$ cat src/rtl/range_image_writer_pkg.sv
// Shared types and constants for the range-image writer and related raster blocks.
package range_image_pkg;

  typedef enum logic [2:0] {
    StIdle,
    StIssue,
    StWait,
    StEval,
    StWrite,
    StNext,
    StDone
  } state_e;

  localparam int unsigned POINT_BYTES = 8;

  // Point record field positions within the 64-bit record.
  localparam int unsigned REC_X_HI     = 63;
  localparam int unsigned REC_X_LO     = 48;
  localparam int unsigned REC_Y_HI     = 47;
  localparam int unsigned REC_Y_LO     = 40;
  localparam int unsigned REC_PAD_HI   = 39;
  localparam int unsigned REC_PAD_LO   = 32;
  localparam int unsigned REC_RANGE_HI = 31;
  localparam int unsigned REC_RANGE_LO = 16;
  localparam int unsigned REC_RSVD_HI  = 15;
  localparam int unsigned REC_RSVD_LO  = 0;

  // Index width for a counter spanning n values; never narrower than one bit.
  function automatic int unsigned idx_width(input int unsigned n);
    return (n > 1) ? $clog2(n) : 1;
  endfunction

  function automatic logic [63:0] pack_record(input logic [15:0] x, input logic [7:0] y,
                                              input logic [15:0] rng);
    logic [63:0] rec;
    rec = '0;
    rec[REC_X_HI:REC_X_LO]         = x;
    rec[REC_Y_HI:REC_Y_LO]         = y;
    rec[REC_PAD_HI:REC_PAD_LO]     = 8'h00;
    rec[REC_RANGE_HI:REC_RANGE_LO] = rng;
    rec[REC_RSVD_HI:REC_RSVD_LO]   = 16'h0000;
    return rec;
  endfunction

endpackage

$ cat src/rtl/range_image_writer_if.sv
// Single-beat external memory write handshake: level request, done strobe.
interface range_image_writer_if #(
  parameter int unsigned ADDR_W = 32
) ();
  logic [ADDR_W-1:0] addr;
  logic [63:0]       data;
  logic              req;
  logic              done;

  modport master (output addr, output data, output req, input done);
  modport slave  (input addr, input data, input req, output done);
endinterface

$ cat src/rtl/range_image_writer_scan.sv
// Raster-order x/y/index counter; advances one pixel per request and flags the last pixel.
module raster_scan_counter
  import range_image_pkg::*;
#(
  parameter int unsigned COLS = 2048,
  parameter int unsigned ROWS = 128,
  localparam int unsigned X_W   = idx_width(COLS),
  localparam int unsigned Y_W   = idx_width(ROWS),
  localparam int unsigned PIX_W = idx_width(COLS * ROWS)
) (
  input  logic             i_clk,
  input  logic             i_rst,
  input  logic             clear,
  input  logic             advance,
  output logic [X_W-1:0]   x,
  output logic [Y_W-1:0]   y,
  output logic [PIX_W-1:0] index,
  output logic             last
);

  localparam logic [X_W-1:0] X_LAST = X_W'(COLS - 1);
  localparam logic [Y_W-1:0] Y_LAST = Y_W'(ROWS - 1);

  assign last = (x == X_LAST) && (y == Y_LAST);

  // Step x, wrapping into y at the end of each row; parked on the last pixel.
  always_ff @(posedge i_clk) begin
    if (i_rst || clear) begin
      x     <= '0;
      y     <= '0;
      index <= '0;
    end else if (advance && !last) begin
      index <= index + 1'b1;
      if (x == X_LAST) begin
        x <= '0;
        y <= y + 1'b1;
      end else begin
        x <= x + 1'b1;
      end
    end
  end

endmodule

$ cat src/rtl/range_image_writer.sv
// Scans a COLS x ROWS range image from BRAM and writes one 64-bit point record per pixel
// to external memory, optionally dropping zero-range pixels with compacted addressing.
module range_image_writer
  import range_image_pkg::*;
#(
  parameter int unsigned COLS     = 2048,
  parameter int unsigned ROWS     = 128,
  parameter int unsigned RANGE_W  = 16,
  parameter int unsigned ADDR_W   = 32,
  parameter int unsigned BRAM_LAT = 1,
  localparam int unsigned PIX_W   = idx_width(COLS * ROWS)
) (
  input  logic                 i_clk,
  input  logic                 i_rst,
  input  logic                 i_start,
  input  logic                 i_skip_zero,
  input  logic [ADDR_W-1:0]    i_base_addr,
  output logic [PIX_W-1:0]     o_bram_addr,
  input  logic [RANGE_W-1:0]   i_bram_data,
  range_image_writer_if.master mem,
  output logic                 o_busy,
  output logic                 o_done,
  output logic [PIX_W:0]       o_points_written
);

  localparam int unsigned X_W      = idx_width(COLS);
  localparam int unsigned Y_W      = idx_width(ROWS);
  localparam int unsigned PT_SHIFT = $clog2(POINT_BYTES);
  localparam logic [2:0]  WAIT_INIT = 3'(BRAM_LAT - 1);

  state_e             state;
  logic [ADDR_W-1:0]  base;
  logic               skip;
  logic [2:0]         wait_cnt;
  logic [PIX_W:0]     count;
  logic [PIX_W-1:0]   bram_addr;
  logic [ADDR_W-1:0]  mem_addr;
  logic [63:0]        mem_data;
  logic               mem_req;
  logic               busy;
  logic               done;

  logic [X_W-1:0]     x;
  logic [Y_W-1:0]     y;
  logic [PIX_W-1:0]   index;
  logic               last;
  logic               scan_clear;
  logic               scan_advance;

  assign scan_clear   = (state == StIdle) && i_start;
  assign scan_advance = (state == StNext) && !last;

  raster_scan_counter #(
    .COLS (COLS),
    .ROWS (ROWS)
  ) u_scan (
    .i_clk   (i_clk),
    .i_rst   (i_rst),
    .clear   (scan_clear),
    .advance (scan_advance),
    .x       (x),
    .y       (y),
    .index   (index),
    .last    (last)
  );

  // Frame sequencer: every output is a register loaded on the state transition.
  always_ff @(posedge i_clk) begin
    if (i_rst) begin
      state     <= StIdle;
      base      <= '0;
      skip      <= 1'b0;
      wait_cnt  <= '0;
      count     <= '0;
      bram_addr <= '0;
      mem_addr  <= '0;
      mem_data  <= '0;
      mem_req   <= 1'b0;
      busy      <= 1'b0;
      done      <= 1'b0;
    end else begin
      done      <= 1'b0;
      // The read index is presented for a single cycle per pixel.
      bram_addr <= '0;
      unique case (state)
        StIdle: begin
          if (i_start) begin
            base  <= i_base_addr;
            skip  <= i_skip_zero;
            count <= '0;
            busy  <= 1'b1;
            state <= StIssue;
          end
        end
        StIssue: begin
          bram_addr <= index;
          wait_cnt  <= WAIT_INIT;
          state     <= StWait;
        end
        StWait: begin
          if (wait_cnt == 3'd0) begin
            state <= StEval;
          end else begin
            wait_cnt <= wait_cnt - 3'd1;
          end
        end
        StEval: begin
          if (skip && (i_bram_data == '0)) begin
            state <= StNext;
          end else begin
            // Address follows the written count, so skipped pixels leave no holes.
            mem_addr <= base + (ADDR_W'(count) << PT_SHIFT);
            mem_data <= pack_record(16'(x), 8'(y), 16'(i_bram_data));
            mem_req  <= 1'b1;
            state    <= StWrite;
          end
        end
        StWrite: begin
          if (mem.done) begin
            mem_req <= 1'b0;
            count   <= count + 1'b1;
            state   <= StNext;
          end
        end
        StNext: begin
          if (last) begin
            busy  <= 1'b0;
            done  <= 1'b1;
            state <= StDone;
          end else begin
            state <= StIssue;
          end
        end
        StDone: begin
          state <= StIdle;
        end
        default: begin
          state <= StIdle;
        end
      endcase
    end
  end

  assign o_bram_addr      = bram_addr;
  assign mem.addr         = mem_addr;
  assign mem.data         = mem_data;
  assign mem.req          = mem_req;
  assign o_busy           = busy;
  assign o_done           = done;
  assign o_points_written = count;

endmodule

$ cat src/flat_wrapper.sv
// flat-port wrapper written by rule: the top's interface ports become plain ports
module range_image_writer_flat import range_image_pkg::*;
#(
  parameter int unsigned COLS     = 2048,
  parameter int unsigned ROWS     = 128,
  parameter int unsigned RANGE_W  = 16,
  parameter int unsigned ADDR_W   = 32,
  parameter int unsigned BRAM_LAT = 1,
  localparam int unsigned PIX_W   = idx_width(COLS * ROWS)
)
  (i_clk, i_rst, i_start, i_skip_zero, i_base_addr, o_bram_addr, i_bram_data, o_busy, o_done, o_points_written, mem_addr, mem_data, mem_req, mem_done);
  range_image_writer_if #(.ADDR_W(ADDR_W)) mem_i ();
  input  logic i_clk;
  input  logic i_rst;
  input  logic i_start;
  input  logic i_skip_zero;
  input  logic [ADDR_W-1:0] i_base_addr;
  output logic [PIX_W-1:0] o_bram_addr;
  input  logic [RANGE_W-1:0] i_bram_data;
  output logic o_busy;
  output logic o_done;
  output logic [PIX_W:0] o_points_written;
  output wire logic [$bits(mem_i.addr)-1:0] mem_addr;
  output wire logic [$bits(mem_i.data)-1:0] mem_data;
  output wire logic [$bits(mem_i.req)-1:0] mem_req;
  input wire logic [$bits(mem_i.done)-1:0] mem_done;
  assign mem_addr = mem_i.addr;
  assign mem_data = mem_i.data;
  assign mem_req = mem_i.req;
  assign mem_i.done = mem_done;
  range_image_writer #(.COLS(COLS), .ROWS(ROWS), .RANGE_W(RANGE_W), .ADDR_W(ADDR_W), .BRAM_LAT(BRAM_LAT)) u_core (.i_clk(i_clk), .i_rst(i_rst), .i_start(i_start), .i_skip_zero(i_skip_zero), .i_base_addr(i_base_addr), .o_bram_addr(o_bram_addr), .i_bram_data(i_bram_data), .mem(mem_i), .o_busy(o_busy), .o_done(o_done), .o_points_written(o_points_written));
endmodule
$ cat config.mk
export PLATFORM = sky130hd
export DESIGN_NAME = range_image_writer_flat
export DESIGN_NICKNAME = d
export VERILOG_FILES = /design/src/rtl/range_image_writer_pkg.sv /design/src/rtl/range_image_writer_if.sv /design/src/rtl/range_image_writer_scan.sv /design/src/rtl/range_image_writer.sv /design/src/flat_wrapper.sv
export SDC_FILE = /design/constraint.sdc
export NUM_CORES = 1
export LEC_CHECK = 0
export CAP_MARGIN = 20
export CORE_MARGIN = 3
export CORE_UTILIZATION = 41
export CTS_CLUSTER_DIAMETER = 50
export DETAILED_ROUTE_END_ITERATION = 10
export PLACE_DENSITY = 0.73
export RECOVER_POWER = 50
export SYNTH_ARGS = -nofsm -noshare
export SYNTH_HDL_FRONTEND = slang
export SYNTH_SLANG_ARGS = --single-unit
$ cat constraint.sdc
create_clock -name i_clk -period 2.8 [get_ports i_clk]
set_input_delay 0.42 -clock i_clk [delete_from_list [all_inputs] [get_ports i_clk]]
set_output_delay 0.42 -clock i_clk [all_outputs]
set_load 0.02 [all_outputs]
# ---- Word level (Yosys, flattened, before mapping)
# Cells that the tools add are included.
dict set report word_totals {
  in_bits 53
  wordCells 79
  regBits 181
  output_inout_bits 136
}
dict set report classes {
  n_mux 19
  eq_ne 13
  add_sub_neg 6
  reduce_logical 24
  bitwise_logic 3
}
# operator count
set ops {}
lappend ops {{19-bit two-way mux} 2}
lappend ops {{19-bit one-hot mux with 2 select lines} 1}
lappend ops {{32-bit by 22-bit adder with 32-bit output} 1}
lappend ops {{19-bit by 1-bit adder with 19-bit output, second input constant} 1}
lappend ops {{18-bit by 1-bit adder with 18-bit output, second input constant} 1}
lappend ops {{3-bit one-hot mux with 6 select lines} 1}
lappend ops {{16-bit logical NOT} 1}
lappend ops {{3-bit two-way mux} 5}
lappend ops {{3-bit AND reduction} 4}
lappend ops {{11-bit by 1-bit adder with 11-bit output, second input constant} 1}
lappend ops {{11-bit equality test, second input constant} 1}
lappend ops {{11-bit two-way mux} 1}
lappend ops {{2-bit inequality test, second input constant} 4}
lappend ops {{2-bit AND reduction} 4}
lappend ops {{2-bit nonzero test} 4}
lappend ops {{7-bit by 1-bit adder with 7-bit output, second input constant} 1}
lappend ops {{7-bit equality test, second input constant} 1}
lappend ops {{3-bit by 2-bit equality test with 1-bit output, second input constant} 2}
lappend ops {{3-bit equality test, second input constant} 2}
lappend ops {{3-bit logical NOT} 2}
lappend ops {{1-bit two-way mux} 6}
lappend ops {{3-bit one-hot mux with 2 select lines} 1}
lappend ops {{1-bit logical AND} 5}
lappend ops {{2-bit by 1-bit inequality test with 1-bit output, second input constant} 2}
lappend ops {{7 further kinds} 11}

# ---- Logic depth before layout (Yosys ltp)
dict set report logic_depth {
  ltp_word 6
  depth_mapped 9
  depth_no_buf 9
}

# ---- Cells and area by module
# Synthesis repeated with hierarchy kept, for this count alone.
dict set report hier_totals {
  hier_cells 1019
  hier_area_um2 8409.3
}
# module seq_area_each_um2 area_each_um2 cells_each n_inst
set by_module_without_submodules {}
lappend by_module_without_submodules {range_image_writer 2902.8 6607.6 811 1}
lappend by_module_without_submodules {raster_scan_counter 720.7 1801.7 208 1}

# ---- Least setup slack after synthesis
# OpenSTA, ideal clock, no wires.
dict set report synth_path {
  path_type {register to register}
  start {register u_core.count[0], in the netlist u_core.o_points_written[0]}
  end {register u_core.mem_addr[31], in the netlist u_core.mem.addr[31]}
  arrival_ns 2.636
  path_buffers 0
  setup_ns 0.117
  synth_period_minus_slack_ns 2.753
  path_slack_ns 0.047
  path_stages_with_launch 10
  t_required_ns 2.683
  cell_sequence {dfxtp_1 ha_1 fa_1 a211o_1 a211o_1 a31oi_1 a2111o_1 a21oi_1 xor2_1 a22o_1}
}
dict set report synth_via {
  elab_chain_len 1
}
# item line
set synth_lines {}
lappend synth_lines {{start, declared} range_image_writer.sv:35} ;# logic [PIX_W:0] count;
lappend synth_lines {{start signal, assigned} range_image_writer.sv:121} ;# count <= count + 1'b1;
lappend synth_lines {{32-bit by 22-bit adder with 32-bit output} range_image_writer.sv:112} ;# mem_addr <= base + (ADDR_W'(count) << PT_SHIFT);
lappend synth_lines {{end signal, assigned} range_image_writer.sv:112}
lappend synth_lines {{end, declared} range_image_writer.sv:37} ;# logic [ADDR_W-1:0] mem_addr;
# No other way between the ends.
# A chain may end at the register's enable or synchronous reset.

# ---- Final worst setup path
# Ends and elaborated chain as after synthesis.

==> flow_summary.ini <==
[clock_network]
cts_tree = yes
clockRootBuffer = clkbuf_16
path_clk_slew_ps = 70
h-tree-depth = 4
clockBufferDepth = 2
numCtsBuffers = 17
clock-sinks = 181
ctsHoldBuffers = 0
clk-insertion-delay-late_ps = 430

[worst_setup_path]
critPathMaxStageDelay_ps = 410
r2r_slack_ps = 130
cp_slowest_cell = fa_2
crit_chain = ha_2 > fa_2 > a211o_1 > a211o_1 > a31oi_1 > buf_4 > a2111o_1 > a21oi_1 > xor2_1 > a22o_1
worstPathRequired_ps = 3120
endpoint_kind = register
crit_arrival_ps = 3000
cp-start-kind = register
reg2reg_depth = 10
worst-path-max-fanout = 5
critPathKind = reg -> reg
reg2reg_to = u_core.mem.addr[31]
reg2reg_from = u_core.o_points_written[0]
cpMostUsedCell = a211o_1

[pwr]
peakVddDrop_mv = 0.3964
p_per_area_nw_per_um2 = 542.4
leakage_nw = 4.337

[cells_and_area]
areaGrowthSynthToFinish_pct = 28.91
design_area_um2 = 10500
diodes = 0
utilization_pct = 55.02
fin_cells = 1405
nNetsFinal = 1211
layout-drive-gt1-share_pct = 6.026
fill_cells = 1775

[routing]
avgRoutedWirePerCell_um = 14.47
wirelength_mm = 20.33
drt_iter0_drc = 423
ant_nets = 0
viasPerCell = 5.020
via_count = 7053
drc = 0
drt-pass1-iter-count = 4

[die]
fp.dieW_um = 146.9
design.portCount = 189
start_util_pct = 42.68
rows = 50
die-area_um2 = 21590
die_h_um = 146.9
core_um2 = 19080

[sta]
post-route-period-util_pct = 95.52
worst_pin_slew_ps = 1064
maxSlewViolCount = 0
fmaxAchievable_mhz = 373.9
relSlewSlack_pct = 29.07
fin_setup_tns_ps = 0
min_period_ps = 2675
rsz0062_at_grt = no
setup_violations = 0
finalHoldViolations = 0
fin_worst_skew_ps = 9.484

[grt]
grt_pass1_vias = 6763
busiest_layer = met2
globalRouteMet3Util_pct = 5.953
grt_start_max_net_pins = 53
grt.overflow.total = 0
use_met1_pct = 23.79
grtUsageTotal_pct = 18.83
antenna_found_initial = 0
use_met2_pct = 31.50
grt_pass1_wl_mm = 33.60

[min_path]
min_path_cells = 2
min_to = u_core.base[28]
hold_path.startpoint = i_rst
hp-class = in -> reg

[synthesis]
ys.flop_type = dfxtp_1
ys_types = 62
syn_avg_cell_area_um2 = 8.293
yosys_warnings = 0
synth-async-reset-ratio_pct = 0
ys_seq_area_share_pct = 44.49
syn_area_um2 = 8144
synthCells = 982
synth-seq-cells = 181
synth_edf_count = 0

[placed_design]
placed_area_um2 = 9938
portBuffers = 158
gp_congestion = 0.8335
hpwl_mm = 14.53
post-place-cells = 1371

[outcome]
status = finished, final reports clean

[job]
cap_violations = 0
==> per-layer routing <==
metal  wire length, um  share of wire (%)  up-vias
li1                  -                  -     3596
met1              9100                 45     3275
met2              9637                 47      166
met3              1350                6.6       16
met4               240                1.2        0
met5                 0                  0        -
==> per-stage QoR <==
step	worst slack, ps	hold slack, ps	power [mW]
floorplan	47.27	429.8	3.224
CTS	23.55	355.4	5.773
finish	125.5	369.8	5.694
global route	6.684	372.1	5.939
detailed placement	52.54	443.2	3.472
global placement	68.67	440.3	3.461
==> cells by family after synthesis <==
family          count (synthesis)  synth area share, %
buf+inv                        93                5.792
compound gates                203                14.66
simple gates                  414                23.98
mux                             4               0.4916
xor+xnor                       60                6.453
other cells                     1              0.04605
flops                         181                44.49
fa+ha+maj                      26                4.087
==> worst max-delay path, delay by kind of cell (launching register included) <==
| kind | cells | cell delay, ps |
|---|---|---|
| DFF | 1 | 320 |
| buffers and inverters | 1 | 140 |
| xor gates and xnor gates | 1 | 160 |
| AOI/OAI and AO/OA | 6 | 1340 |
| adders and majority gates | 2 | 610 |
==> worst max-delay path by stage <==
stage | from | endpoint | slack (ps) | depth (start not counted)
after floorplan | u_core.o_points_written[0] | u_core.mem.addr[31] | 50 | 9
after global placement | u_core.o_points_written[0] | u_core.mem.addr[31] | 70 | 10
after detailed placement | u_core.o_points_written[0] | u_core.mem.addr[31] | 50 | 10
after CTS | u_core.o_points_written[0] | u_core.mem.addr[31] | 20 | 10
after global routing | u_core.o_points_written[0] | u_core.mem.addr[27] | 7 | 10
final | u_core.o_points_written[0] | u_core.mem.addr[31] | 130 | 10
==> sequential cells by signal, indices dropped and copies added (netlist names) <==
name                     cells
u_core.mem.data             34
u_core.base                 32
u_core.mem.addr             32
u_core.o_points_written     19
u_core.o_bram_addr          18
u_core.u_scan.index         18
u_core.u_scan.x             11
u_core.u_scan.y              7
u_core.state                 3
u_core.wait_cnt              3
u_core.mem.req               1
u_core.o_busy                1
u_core.o_done                1
u_core.skip                  1
==> placed cells by master, fill, tap and decap left out, types with 21 or more instances in the layout <==
master,netlist,layout
nor2_1,76,76
conb_1,1,30
dfxtp_1,181,181
a21oi_1,123,123
dlygate4sd3_1,0,100
buf_4,30,22
xnor2_1,21,21
clkdlybuf4s50_1,0,57
ha_1,25,24
and2_1,21,21
nand2_1,205,205
xor2_1,39,39
==> power by group <==
| group | switching (mW) | internal [mW] |
|---|---|---|
| clock | 1.13 | 1.18 |
| combinational | 0.425 | 0.245 |
| sequential | 0.0652 | 2.65 |
==> layout make-up <==
type                            instances  area (um2)  area share (%)
Clock inverter                         15       145.1           1.382
Timing Repair Buffer                  184        1772           16.88
Tap cell                              260       325.3           3.099
Clock buffer                           17       425.4           4.052
Sequential cell                       181        3623           34.51
Inverter                               11       41.29          0.3933
Multi-Input combinational cell        737        4167           39.69
==> cell usage after synthesis, drive strengths merged, types with 18 or more instances <==
master	number	area (um2)
dfxtp	181	3623
xor2	39	341.6
ha	25	312.8
o21ai	20	100.1
nor2	76	285.3
xnor2	21	183.9
nand4	18	127.6
clkbuf	44	166.4
and2	21	131.4
a21oi	123	615.6
buf	38	264.0
nand3	20	100.1
nand2	206	789.5
==> what timing repair did <==
action                                  CTS  global route
buffers inserted                          0             2
gates resized for setup                   0             4
endpoints found under the setup margin    0             5
No activity file was read; power rests on OpenSTA's default activity.
